===== src/rtl/envelope.sv =====
// ADSR envelope: scales an offset-binary sample about midscale by a gate/tick-driven level.
// wave_out is registered 1 clk after wave_in; there is no handshake and the level moves only on sample_tick.
module envelope #(
   parameter int m = 12,
   parameter int r = 8
) (
   input  logic         clk,
   input  logic         rst_n,
   input  logic         sample_tick,
   input  logic         gate,
   input  logic [m-1:0] wave_in,
   input  logic [r-1:0] attack_rate,
   input  logic [r-1:0] decay_rate,
   input  logic [m-1:0] sustain_level,
   input  logic [r-1:0] release_rate,
   output logic [m-1:0] wave_out,
   output logic [m-1:0] env_level,
   output logic [2:0]   env_state,
   output logic         active
);

   typedef enum logic [2:0] {
      IDLE    = 3'd0,
      ATTACK  = 3'd1,
      DECAY   = 3'd2,
      SUSTAIN = 3'd3,
      RELEASE = 3'd4
   } state_t;

   localparam logic [m:0]   LVL_MAX  = {1'b0, {m{1'b1}}};
   localparam logic [m-1:0] MIDSCALE = {1'b1, {(m-1){1'b0}}};

   state_t       state, state_nxt;
   logic [m-1:0] level, level_nxt;
   logic [m:0]   attack_sum, decay_floor;

   // Gate transitions take priority over a coincident tick and leave the level untouched.
   always_comb begin
      attack_sum  = {1'b0, level} + (m+1)'(attack_rate);
      decay_floor = {1'b0, sustain_level} + (m+1)'(decay_rate);
      state_nxt   = state;
      level_nxt   = level;
      case (state)
         IDLE: begin
            if (gate) state_nxt = ATTACK;
         end
         ATTACK: begin
            if (!gate) begin
               state_nxt = RELEASE;
            end else if (sample_tick) begin
               if (attack_sum >= LVL_MAX) begin
                  level_nxt = LVL_MAX[m-1:0];
                  state_nxt = DECAY;
               end else begin
                  level_nxt = attack_sum[m-1:0];
               end
            end
         end
         DECAY: begin
            if (!gate) begin
               state_nxt = RELEASE;
            end else if (sample_tick) begin
               if ({1'b0, level} <= decay_floor) begin
                  level_nxt = sustain_level;
                  state_nxt = SUSTAIN;
               end else begin
                  level_nxt = level - m'(decay_rate);
               end
            end
         end
         SUSTAIN: begin
            if (!gate) state_nxt = RELEASE;
            else if (sample_tick) level_nxt = sustain_level;
         end
         RELEASE: begin
            if (gate) begin
               state_nxt = ATTACK;
            end else if (sample_tick) begin
               if (level <= m'(release_rate)) begin
                  level_nxt = '0;
                  state_nxt = IDLE;
               end else begin
                  level_nxt = level - m'(release_rate);
               end
            end
         end
         default: begin
            state_nxt = IDLE;
            level_nxt = '0;
         end
      endcase
   end

   logic signed [m-1:0] samp_s;
   logic signed [m:0]   level_s;
   logic signed [2*m:0] prod;
   logic                unused_prod;

   // Level is zero-extended so a full-scale level never flips the product sign.
   always_comb begin
      samp_s  = {~wave_in[m-1], wave_in[m-2:0]};
      level_s = {1'b0, level};
      prod    = (2*m+1)'(samp_s) * (2*m+1)'(level_s);
   end

   assign unused_prod = ^{prod[2*m], prod[m-1:0]};

   always_ff @(posedge clk or negedge rst_n) begin
      if (!rst_n) begin
         state    <= IDLE;
         level    <= '0;
         wave_out <= MIDSCALE;
      end else begin
         state    <= state_nxt;
         level    <= level_nxt;
         wave_out <= {~prod[2*m-1], prod[2*m-2:m]};
      end
   end

   assign env_level = level;
   assign env_state = state;
   assign active    = (state != IDLE);

endmodule


===== config.mk =====
export PLATFORM = sky130hd
export DESIGN_NAME = envelope
export DESIGN_NICKNAME = d
export VERILOG_FILES = /design/src/rtl/envelope.sv
export SDC_FILE = /design/constraint.sdc
export NUM_CORES = 1
export LEC_CHECK = 0
export ABC_AREA = 1
export ABC_CLOCK_PERIOD_IN_PS = 4700
export CORE_MARGIN = 5
export CORE_UTILIZATION = 55
export DETAILED_ROUTE_END_ITERATION = 16
export GPL_TIMING_DRIVEN = 0
export PLACE_DENSITY = 0.9
export SYNTH_ARGS = -nofsm -noshare
export SYNTH_HDL_FRONTEND = slang
export SYNTH_SLANG_ARGS = --single-unit

===== constraint.sdc =====
create_clock -name clk -period 4.7 [get_ports clk]
set_input_delay 0.705 -clock clk [delete_from_list [all_inputs] [get_ports clk]]
set_output_delay 0.705 -clock clk [all_outputs]
set_load 0.05 [all_outputs]

==> Word-level counts from Yosys, hierarchy flattened <==
Cells that the tools add are included.
{ "totals": {"reg_bits": 27, "out_inout_bits": 28, "wordCells": 62} }
{ "op_classes": {"add_sub_neg": 4, "mul": 1, "n_lt_le_gt_ge": 3, "eq_ne": 20, "mux": 24, "bitwise": 3, "reduce_logical": 4} }
{ "op_table": {"columns": ["operator", "n"], "rows": [
  ["12-bit two-way mux", 11],
  ["12-bit case mux with 5 select lines", 1],
  ["3-bit two-way mux", 11],
  ["12-bit by 8-bit adder with 13-bit output", 2],
  ["12-bit by 13-bit multiplier with 24-bit output", 1],
  ["12-bit by 8-bit subtractor with 12-bit output", 2],
  ["2-bit inequality test (second input constant)", 10],
  ["3-bit inequality test (second input constant)", 6],
  ["3-bit case mux with 5 select lines", 1],
  ["13-bit by 12-bit >= comparator with 1-bit output (second input constant)", 1],
  ["12-bit by 13-bit <= comparator with 1-bit output", 1],
  ["12-bit by 8-bit <= comparator with 1-bit output", 1],
  ["9-bit AND reduction", 1],
  ["8-bit AND reduction", 1],
  ["3-bit by 2-bit equality test with 1-bit output (second input constant)", 2],
  ["3-bit by 1-bit equality test with 1-bit output (second input constant)", 1],
  ["3-bit equality test (second input constant)", 1],
  ["3-bit logical NOT", 1],
  ["1-bit inverter", 3],
  ["3-bit nonzero test", 1]
]} }

==> Depth between registers and ports, before layout <==
Gate-level depths: netlist of run 1.
{ "logic_depth": {"ltp_word": 6, "depth_mapped": 24, "mapped_depth_nobuf": 23} }

==> Least setup slack after synthesis of run 1 <==
Ideal clock, no wire load.
{ "synth_timing": {"path_type": "reg-to-reg", "start": "register level[8] (netlist: env_level[8])", "end": "register wave_out[8]", "setup_ns": 0.117, "arrival_ns": 5.288, "t_required_ns": 4.583, "setup_slack_ns": -0.704, "path_stages_with_launch": 22, "path_buffers": 2, "path_cell_list": "dfrtp_1 > buf_2 > clkbuf_1 > nand2_1 > fa_1 > fa_1 > inv_1 > fa_1 > fa_1 > inv_1 > fa_1 > inv_1 > ha_1 > a21oi_1 > nor2_1 > a211oi_1 > o21ai_2 > a21o_1 > nand2_1 > nand2_1 > nand2_1 > nand2_1"} }
{ "synth_between": {"elab_chain_len": 1} }
{ "synth_rtl": {"columns": ["item", "line_no", "source"], "rows": [
  ["start: declaration", "34", "logic [m-1:0] level, level_nxt;"],
  ["start signal: assignment", "115", "level <= level_nxt;"],
  ["12-bit by 13-bit multiplier with 24-bit output", "103", "prod = (2*m+1)'(samp_s) * (2*m+1)'(level_s);"],
  ["via prod[20]", "96", "logic signed [2*m:0] prod;"],
  ["end signal: assignment", "116", "wave_out <= {~prod[2*m-1], prod[2*m-2:m]};"],
  ["end: declaration", "16", "output logic [m-1:0] wave_out,"]
]} }
The timed path passes the listed nets, and every way through them passes these cells.
A chain may end at the register's enable or synchronous reset.

==> Worst setup path after layout of run 1 <==
{ "layout_timing": {"start": "register level[3] (netlist: env_level[3])", "end": "register wave_out[8]"} }
The elaborated chain is that of the path after synthesis.

==> results.cfg, run 1 <==
[synthesis]
synth_nets = 1484
yosysTopAreaCellShare_pct = 24.1
synthDistinctLibCells = 47
ys_async_sr_fraction_pct = 100
synth_ff_type = dfrtp_1
ys_top_cells_by_area = fa_1 (24%), ha_1 (17%), nand2_1 (14%), inv_1 (12%), dfrtp_1 (7.6%)
synth_warnings = 0
synth-seq-area-share_pct = 7.91
syn_area_sq_um = 8550
yosysTopAreaCell = fa_1
synth_edf_count = 0
synth.avg_cell_area_sq_um = 7.03
synthCells = 1216
synth_seq_cells = 27

[clock_tree]
cts_sinks = 27
ctsHoldBuffers = 0
cts_tree = built
cts_buffers = 3
clk_latency_ns = 0.28
path_clk_slew_ns = 0.08
h-tree-depth = 1
clock_path_buffers = 2
ctsRootBufferMaster = clkbuf_16

[global_routing]
antenna_found_initial = 0
grt_overflow_total = 0
grt_first_pass_wirelength_microns = 45300
grt_pass1_vias = 9065
grt_max_degree = 28
track_usage_pct = 31.7

[layout]
fillers = 1084
fin_nets = 1629
drive_gt1_share_pct = 18.8
n_antenna_cell = 0
area_delta_synth_final_pct = 27.1

[detailed_routing]
firstDrtPassIters = 6
ant_nets = 0
drc = 0
vias = 8885
vias_per_cell = 5.74
routedWlPerCell_microns = 19.1
wl_microns = 29500
dr.first_iter.drc_count = 974

[floorplanning]
start_util_pct = 56.3
fp-row-count = 45
core-area_sq_um = 15200
die_w_microns = 135
die_h_microns = 135
io_pins = 80
die-area_sq_um = 18100

[setup_path]
cp-end-kind = register
crit_arrival_ns = 5.25
criticalPathCategory = register to register
crit_fanout = 4
worst_setup_path_start_kind = register
cp.required_ns = 4.86

[sta]
relSlewSlack_pct = 50.9
worst_slack_ns = -0.388
fin_crit_sh_pct = 108
setup-violations-final = 10
fin_skew_ns = 0.0117
slew_violations = 0
hold_viol = 0
fmax_mhz = 197
worstMarginPinSlew_ns = 0.737
grt_setup_unrepaired = yes
period_minus_slack_ns = 5.09

[run]
cap_violations = 0

[placement]
dp_slack_ns = -1.12
io_buffer_count = 79
hpwl_microns = 20200
gp_congestion = 0.979

[status]
status = finished with violations
violations = negative setup slack

[worst_hold_path]
hold_class = primary input to async pin
flip-flops by register name (all words and copies together), names as in the netlist:
signal and count:
wave_out 12, env_state 3, env_level 12
stage by stage:
step	TNS, ns	utilization, %	area (sq um)	std cells	hold WS [ns]
after global routing	-3.87	71.5	10900	1548	0.531
final	-2.44	71.5	10900	1548	0.484
after CTS	-0.605	70.8	10800	1542	0.620
after floorplan	-0.217	-	8900	1216	0.409
after detailed placement	-10.58	65.3	9930	1483	0.600
after global placement	-9.40	65.3	9930	1483	0.578
metal layers:
metal,track usage [%],share of wire [%],vias to the layer above
met2,50.8,46,578
met1,40.6,37,4131
met3,6.30,11,174
li1,-,-,4002
met5,0,0,-
met4,16.9,5.8,0
kinds of logic after synthesis:
kind of cell	synth area share, %
AND/OR/NAND/NOR	25.3
buffers and inverters	14.3
adder cells (fa/ha/maj)	40.6
AO/OA/AOI/OAI	7.30
XOR/XNOR	4.49
flip-flops	7.91
what timing repair did:
item | CTS | global route
gates resized for setup | 150 | 33
pin swaps | 55 | 32
buffers inserted | 55 | 7
endpoints found under the setup margin | 12 | 12
cloned | 3 | 0
cells in the mapped netlist, types with 6 or more instances:
cell,instances
nand2_1,324
inv_1,275
ha_1,113
fa_1,103
nand3_1,69
nor2_1,62
a21oi_1,61
xor2_1,27
dfrtp_1,26
clkbuf_1,24
o21ai_0,16
xnor2_1,15
nand4_1,13
a21o_1,7
inv_2,7
nand2_2,6
nor2_2,6
final timing paths:
path	start	to	slack (ns)	depth (start not counted)
max	env_level[3]	wave_out[8]	-0.39	22
min	rst_n	env_level[1]	0.48	1
max reg2reg	env_level[3]	wave_out[8]	-0.39	22
min reg2reg	env_state[0]	env_state[0]	0.62	2
max in group asynchronous	rst_n	env_level[3]	3.68	1
min in group clk	env_state[0]	env_state[0]	0.62	2
cells in the final DEF, fill, tap and decap left out, types with 13 or more instances in the layout:
cell / instances
ha_4: 13
inv_1: 253
dfrtp_1: 15
xor2_1: 27
buf_6: 18
clkdlybuf4s50_1: 66
inv_2: 27
nand2_2: 22
buf_4: 56
a21oi_1: 55
nand2_1: 300
nand3_1: 67
xnor2_1: 13
nor2_1: 56
nand4_1: 13
fa_1: 94
ha_1: 100
worst max-delay path, stage by stage, from the launching register on:
cell and delay, ns:
dfrtp_4 0.51, buf_4 0.18, nand2_4 0.08, inv_4 0.03, fa_1 0.56, inv_2 0.06, fa_1 0.56, inv_2 0.05
fa_1 0.46, fa_1 0.51, inv_2 0.04, fa_1 0.51, inv_2 0.05, ha_4 0.23, a21oi_4 0.16, nor2_2 0.05
a211oi_2 0.30, o21ai_4 0.11, a21o_1 0.22, nand2_2 0.09, nand2_2 0.05, nand2_1 0.07, nand2_1 0.06
area by class of cell:
cell class | instances | area, sq um | share of cell area [%]
inverters | 283 | 1070 | 9.86
plain buffers | 30 | 393 | 3.61
clock inverters | 1 | 5.00 | 0.0460
clock buffers | 3 | 75.1 | 0.690
flip-flops and latches | 27 | 698 | 6.42
well taps | 188 | 235 | 2.16
repair buffers | 144 | 1320 | 12.2
multi-input cells | 872 | 7070 | 65.0
Power of run 1 is not shown: default switching activity piles up to over one toggle a cycle in this logic, so the estimate is an artifact.
==> run 2: changes to the inputs <==
--- a/config.mk
+++ b/config.mk
@@ -12,6 +12,7 @@
 export DETAILED_ROUTE_END_ITERATION = 16
 export GPL_TIMING_DRIVEN = 0
 export PLACE_DENSITY = 0.9
+export SKIP_CTS_REPAIR_TIMING = 1
 export SYNTH_ARGS = -nofsm -noshare
 export SYNTH_HDL_FRONTEND = slang
 export SYNTH_SLANG_ARGS = --single-unit
==> results.cfg, run 2 (synthesis gave the netlist of run 1 again) <==
[setup_path]
crit_family = adder cells
cp.required_ns = 4.87
path_cells = clkbuf_4 -> nand2_1 -> fa_1 -> inv_1 -> fa_1 -> fa_1 -> fa_1 -> inv_1 -> fa_1 -> inv_1 -> ha_4 -> nand2_4 -> nor2_2 -> a211oi_2 -> o21ai_4 -> a21o_1 -> nand2_2 -> nand2_2 -> nand2_1 -> nand2_1
max_stage_delay_ns = 0.61
criticalPathCategory = register to register
worstReg2RegEnd = wave_out[8]
crit_buf_inv = 4
path_common_cell = fa_1
crit_fanout = 10
rrSetupSlack_ns = -0.36
cp-end-kind = register
worstReg2RegStart = env_level[6]
crit_slowest_cell = fa_1
worst_setup_path_start_kind = register
crit_cells = 20
r2r_cells = 20
crit_arrival_ns = 5.23

[layout]
fin_nets = 1630
n_antenna_cell = 0
seq_area_sq_um = 698
final_cell_mix = nand2_1 (305), inv_1 (262), ha_1 (101), fa_1 (98), nand3_1 (67)
area_delta_synth_final_pct = 25.9
multi_input_area_sq_um = 7020
fillers = 1101
fin_area_sq_um = 10800
drive_gt1_share_pct = 17.3
final_common_cell = nand2_1

[sta]
hold_viol = 0
relSlewSlack_pct = 53.9
setup-violations-final = 10
grt_setup_unrepaired = yes
fmax_mhz = 197
fin_crit_sh_pct = 108
worst_slack_ns = -0.364
hold_ws_ns = 0.472
period_minus_slack_ns = 5.06
slew_violations = 0
worstMarginPinSlew_ns = 0.691
fin_skew_ns = 0.00874

[placement]
io_buffer_count = 79
placed_area_sq_um = 9930
gp_congestion = 0.979
dp_slack_ns = -1.12
hpwl_microns = 20200

[clock_tree]
clock_path_buffers = 2
cts_tree = built
cts_sinks = 27
clk_latency_ns = 0.28
cts_buffers = 3
h-tree-depth = 1
path_clk_slew_ns = 0.08
ctsRootBufferMaster = clkbuf_16

[floorplanning]
die_h_microns = 135
core-area_sq_um = 15200
start_util_pct = 56.3
fp-row-count = 45
die_w_microns = 135
io_pins = 80
die-area_sq_um = 18100

[status]
status = finished with violations
violations = negative setup slack

[worst_hold_path]
hold_class = primary input to async pin

[detailed_routing]
ant_nets = 0
wl_microns = 27700
vias = 8748
dr.first_iter.drc_count = 905
routedWlPerCell_microns = 17.9
vias_per_cell = 5.65
firstDrtPassIters = 6
drc = 0

[run]
cap_violations = 0

[global_routing]
grt_max_degree = 28
grt_pass1_vias = 8156
track_usage_pct = 27.3
grt_overflow_total = 0
grt_first_pass_wirelength_microns = 39700
antenna_found_initial = 0
-- run 2: worst max path at each step --
stage,to,start,slack (ns)
floorplan,wave_out[8],wave_in[8],-0.14
finish,wave_out[8],env_level[6],-0.36
CTS,wave_out[8],wave_in[9],-0.84
global route,wave_out[8],env_level[6],-0.50
detailed placement,wave_out[8],wave_in[9],-1.12
global placement,wave_out[8],wave_in[9],-1.01
-- run 2: routing by layer --
| layer | vias to the layer above | track usage (%) | wire, microns |
|---|---|---|---|
| met5 | - | 0 | 0 |
| met4 | 0 | 7.75 | 926 |
| met3 | 88 | 3.28 | 2760 |
| met2 | 524 | 45.2 | 13300 |
| met1 | 4130 | 37.7 | 10700 |
| li1 | 4006 | - | - |
-- run 2: area by class of cell --
| cell class | count | share of cell area, % |
|---|---|---|
| sequential | 27 | 6.48 |
| buffer | 31 | 3.39 |
| tap | 188 | 2.18 |
| multi-input combinational | 872 | 65.2 |
| inverter | 283 | 9.91 |
| clock inverter | 1 | 0.0465 |
| timing repair buffer | 144 | 12.1 |
| clock buffer | 3 | 0.697 |
-- run 2: per-stage QoR --
stage / utilization [%] / instances / setup TNS [ns]
after floorplan: - / 1216 / -0.217
after global placement: 65.3 / 1483 / -9.40
after detailed placement: 65.3 / 1483 / -10.58
after CTS: 65.8 / 1487 / -7.18
after global routing: 70.8 / 1549 / -3.85
final: 70.8 / 1549 / -2.76
Power of run 2 is left out for the same reason.
==> run 3: changes to the inputs <==
--- a/config.mk
+++ b/config.mk
@@ -13,6 +13,7 @@
 export GPL_TIMING_DRIVEN = 0
 export PLACE_DENSITY = 0.9
 export SKIP_CTS_REPAIR_TIMING = 1
+export SKIP_LAST_GASP = 1
 export SYNTH_ARGS = -nofsm -noshare
 export SYNTH_HDL_FRONTEND = slang
 export SYNTH_SLANG_ARGS = --single-unit
==> results.cfg, run 3 (synthesis gave the netlist of run 1 again) <==
[status]
status = finished with violations
violations = negative setup slack

[setup_path]
r2r_cells = 20
crit_fanout = 8
worst_setup_path_start_kind = primary input
cp-end-kind = register
cp.required_ns = 4.86
crit_arrival_ns = 5.16
criticalPathCategory = primary input to register

[placement]
io_buffer_count = 79
placed_area_sq_um = 9930
hpwl_microns = 20200
dp_slack_ns = -1.12
gp_congestion = 0.979

[detailed_routing]
drc = 0
vias = 8691
wl_microns = 27500
routedWlPerCell_microns = 17.7
firstDrtPassIters = 8
ant_nets = 0
vias_per_cell = 5.61
dr.first_iter.drc_count = 849

[floorplanning]
die_h_microns = 135
io_pins = 80
core-area_sq_um = 15200
fp-row-count = 45
die-area_sq_um = 18100
die_w_microns = 135
start_util_pct = 56.3

[layout]
area_delta_synth_final_pct = 25.7
n_antenna_cell = 0
drive_gt1_share_pct = 17.2
final_common_cell = nand2_1
fin_nets = 1630
fin_area_sq_um = 10800
final_cell_mix = nand2_1 (305), inv_1 (262), ha_1 (101), fa_1 (98), nand3_1 (67)
fillers = 1103

[sta]
worstMarginPinSlew_ns = 0.696
fmax_mhz = 200
period_minus_slack_ns = 5.01
relSlewSlack_pct = 53.6
fin_skew_ns = 0.00852
fin_crit_sh_pct = 107
finalSetupTns_ns = -1.93
setup-violations-final = 10
hold_viol = 0
hold_ws_ns = 0.466
grt_setup_unrepaired = yes
slew_violations = 0
worst_slack_ns = -0.306

[clock_tree]
cts_buffers = 3
cts_sinks = 27
cts_tree = built
ctsRootBufferMaster = clkbuf_16
h-tree-depth = 1
clock_path_buffers = 2
clk_latency_ns = 0.28
path_clk_slew_ns = 0.07

[global_routing]
grt_overflow_total = 0
grt_pass1_vias = 8156
grt_first_pass_wirelength_microns = 39700
track_usage_pct = 27.3
grt_max_degree = 28
antenna_found_initial = 0

[worst_hold_path]
hold_class = primary input to async pin

[run]
cap_violations = 0
-- run 3: cell count changes in the layout (fill, tap and decap cells not counted) --
cell / previous run / this run
a31oi_4: 1 / 0
a31oi_2: 1 / 2
xnor2_1: 14 / 15
xnor2_2: 1 / 0
-- run 3: worst paths after layout --
kind,from,to,slack [ns]
worst max-delay path,wave_in[4],wave_out[6],-0.31
worst min-delay path,rst_n,wave_out[1],0.47
worst max register to register,env_level[3],wave_out[6],-0.29
worst min register to register,env_state[0],env_state[0],0.61
max in group asynchronous,rst_n,env_level[8],3.72
min in group clk,env_state[0],env_state[0],0.61
-- run 3: worst max-delay path, stage by stage --
cell,delay [ns]
clkbuf_4,0.16
buf_8,0.15
buf_4,0.14
nand2_1,0.10
fa_2,0.46
fa_1,0.51
inv_1,0.05
fa_1,0.48
fa_1,0.50
inv_1,0.05
fa_1,0.49
inv_1,0.07
ha_4,0.25
nand2_4,0.10
nor2_2,0.05
a211oi_2,0.27
o21ai_4,0.13
a21o_1,0.22
buf_6,0.13
xor2_1,0.14
-- run 3: layer usage --
metal | share of wire, % | up-vias | wire, microns | global-route usage [%]
met3 | 9.6 | 109 | 2640 | 3.28
li1 | - | 4009 | - | -
met2 | 47 | 500 | 13000 | 45.2
met4 | 3.9 | 0 | 1070 | 7.75
met5 | 0 | - | 0 | 0
met1 | 39 | 4073 | 10800 | 37.7
-- run 3: final cells by class --
type	instances	area [sq um]	area share [%]
plain buffers	31	365	3.40
clock buffers	3	75.1	0.698
clock inverters	1	5.00	0.0465
inverters	283	1070	9.93
multi-input cells	872	7010	65.2
flip-flops and latches	27	698	6.49
well taps	188	235	2.19
repair buffers	144	1300	12.1
-- run 3: stage by stage --
| step | std cells | util (%) |
|---|---|---|
| after detailed placement | 1483 | 65.3 |
| after global routing | 1549 | 70.7 |
| after global placement | 1483 | 65.3 |
| after floorplan | 1216 | - |
| after CTS | 1487 | 65.8 |
| final | 1549 | 70.7 |
Power of run 3 is left out for the same reason.
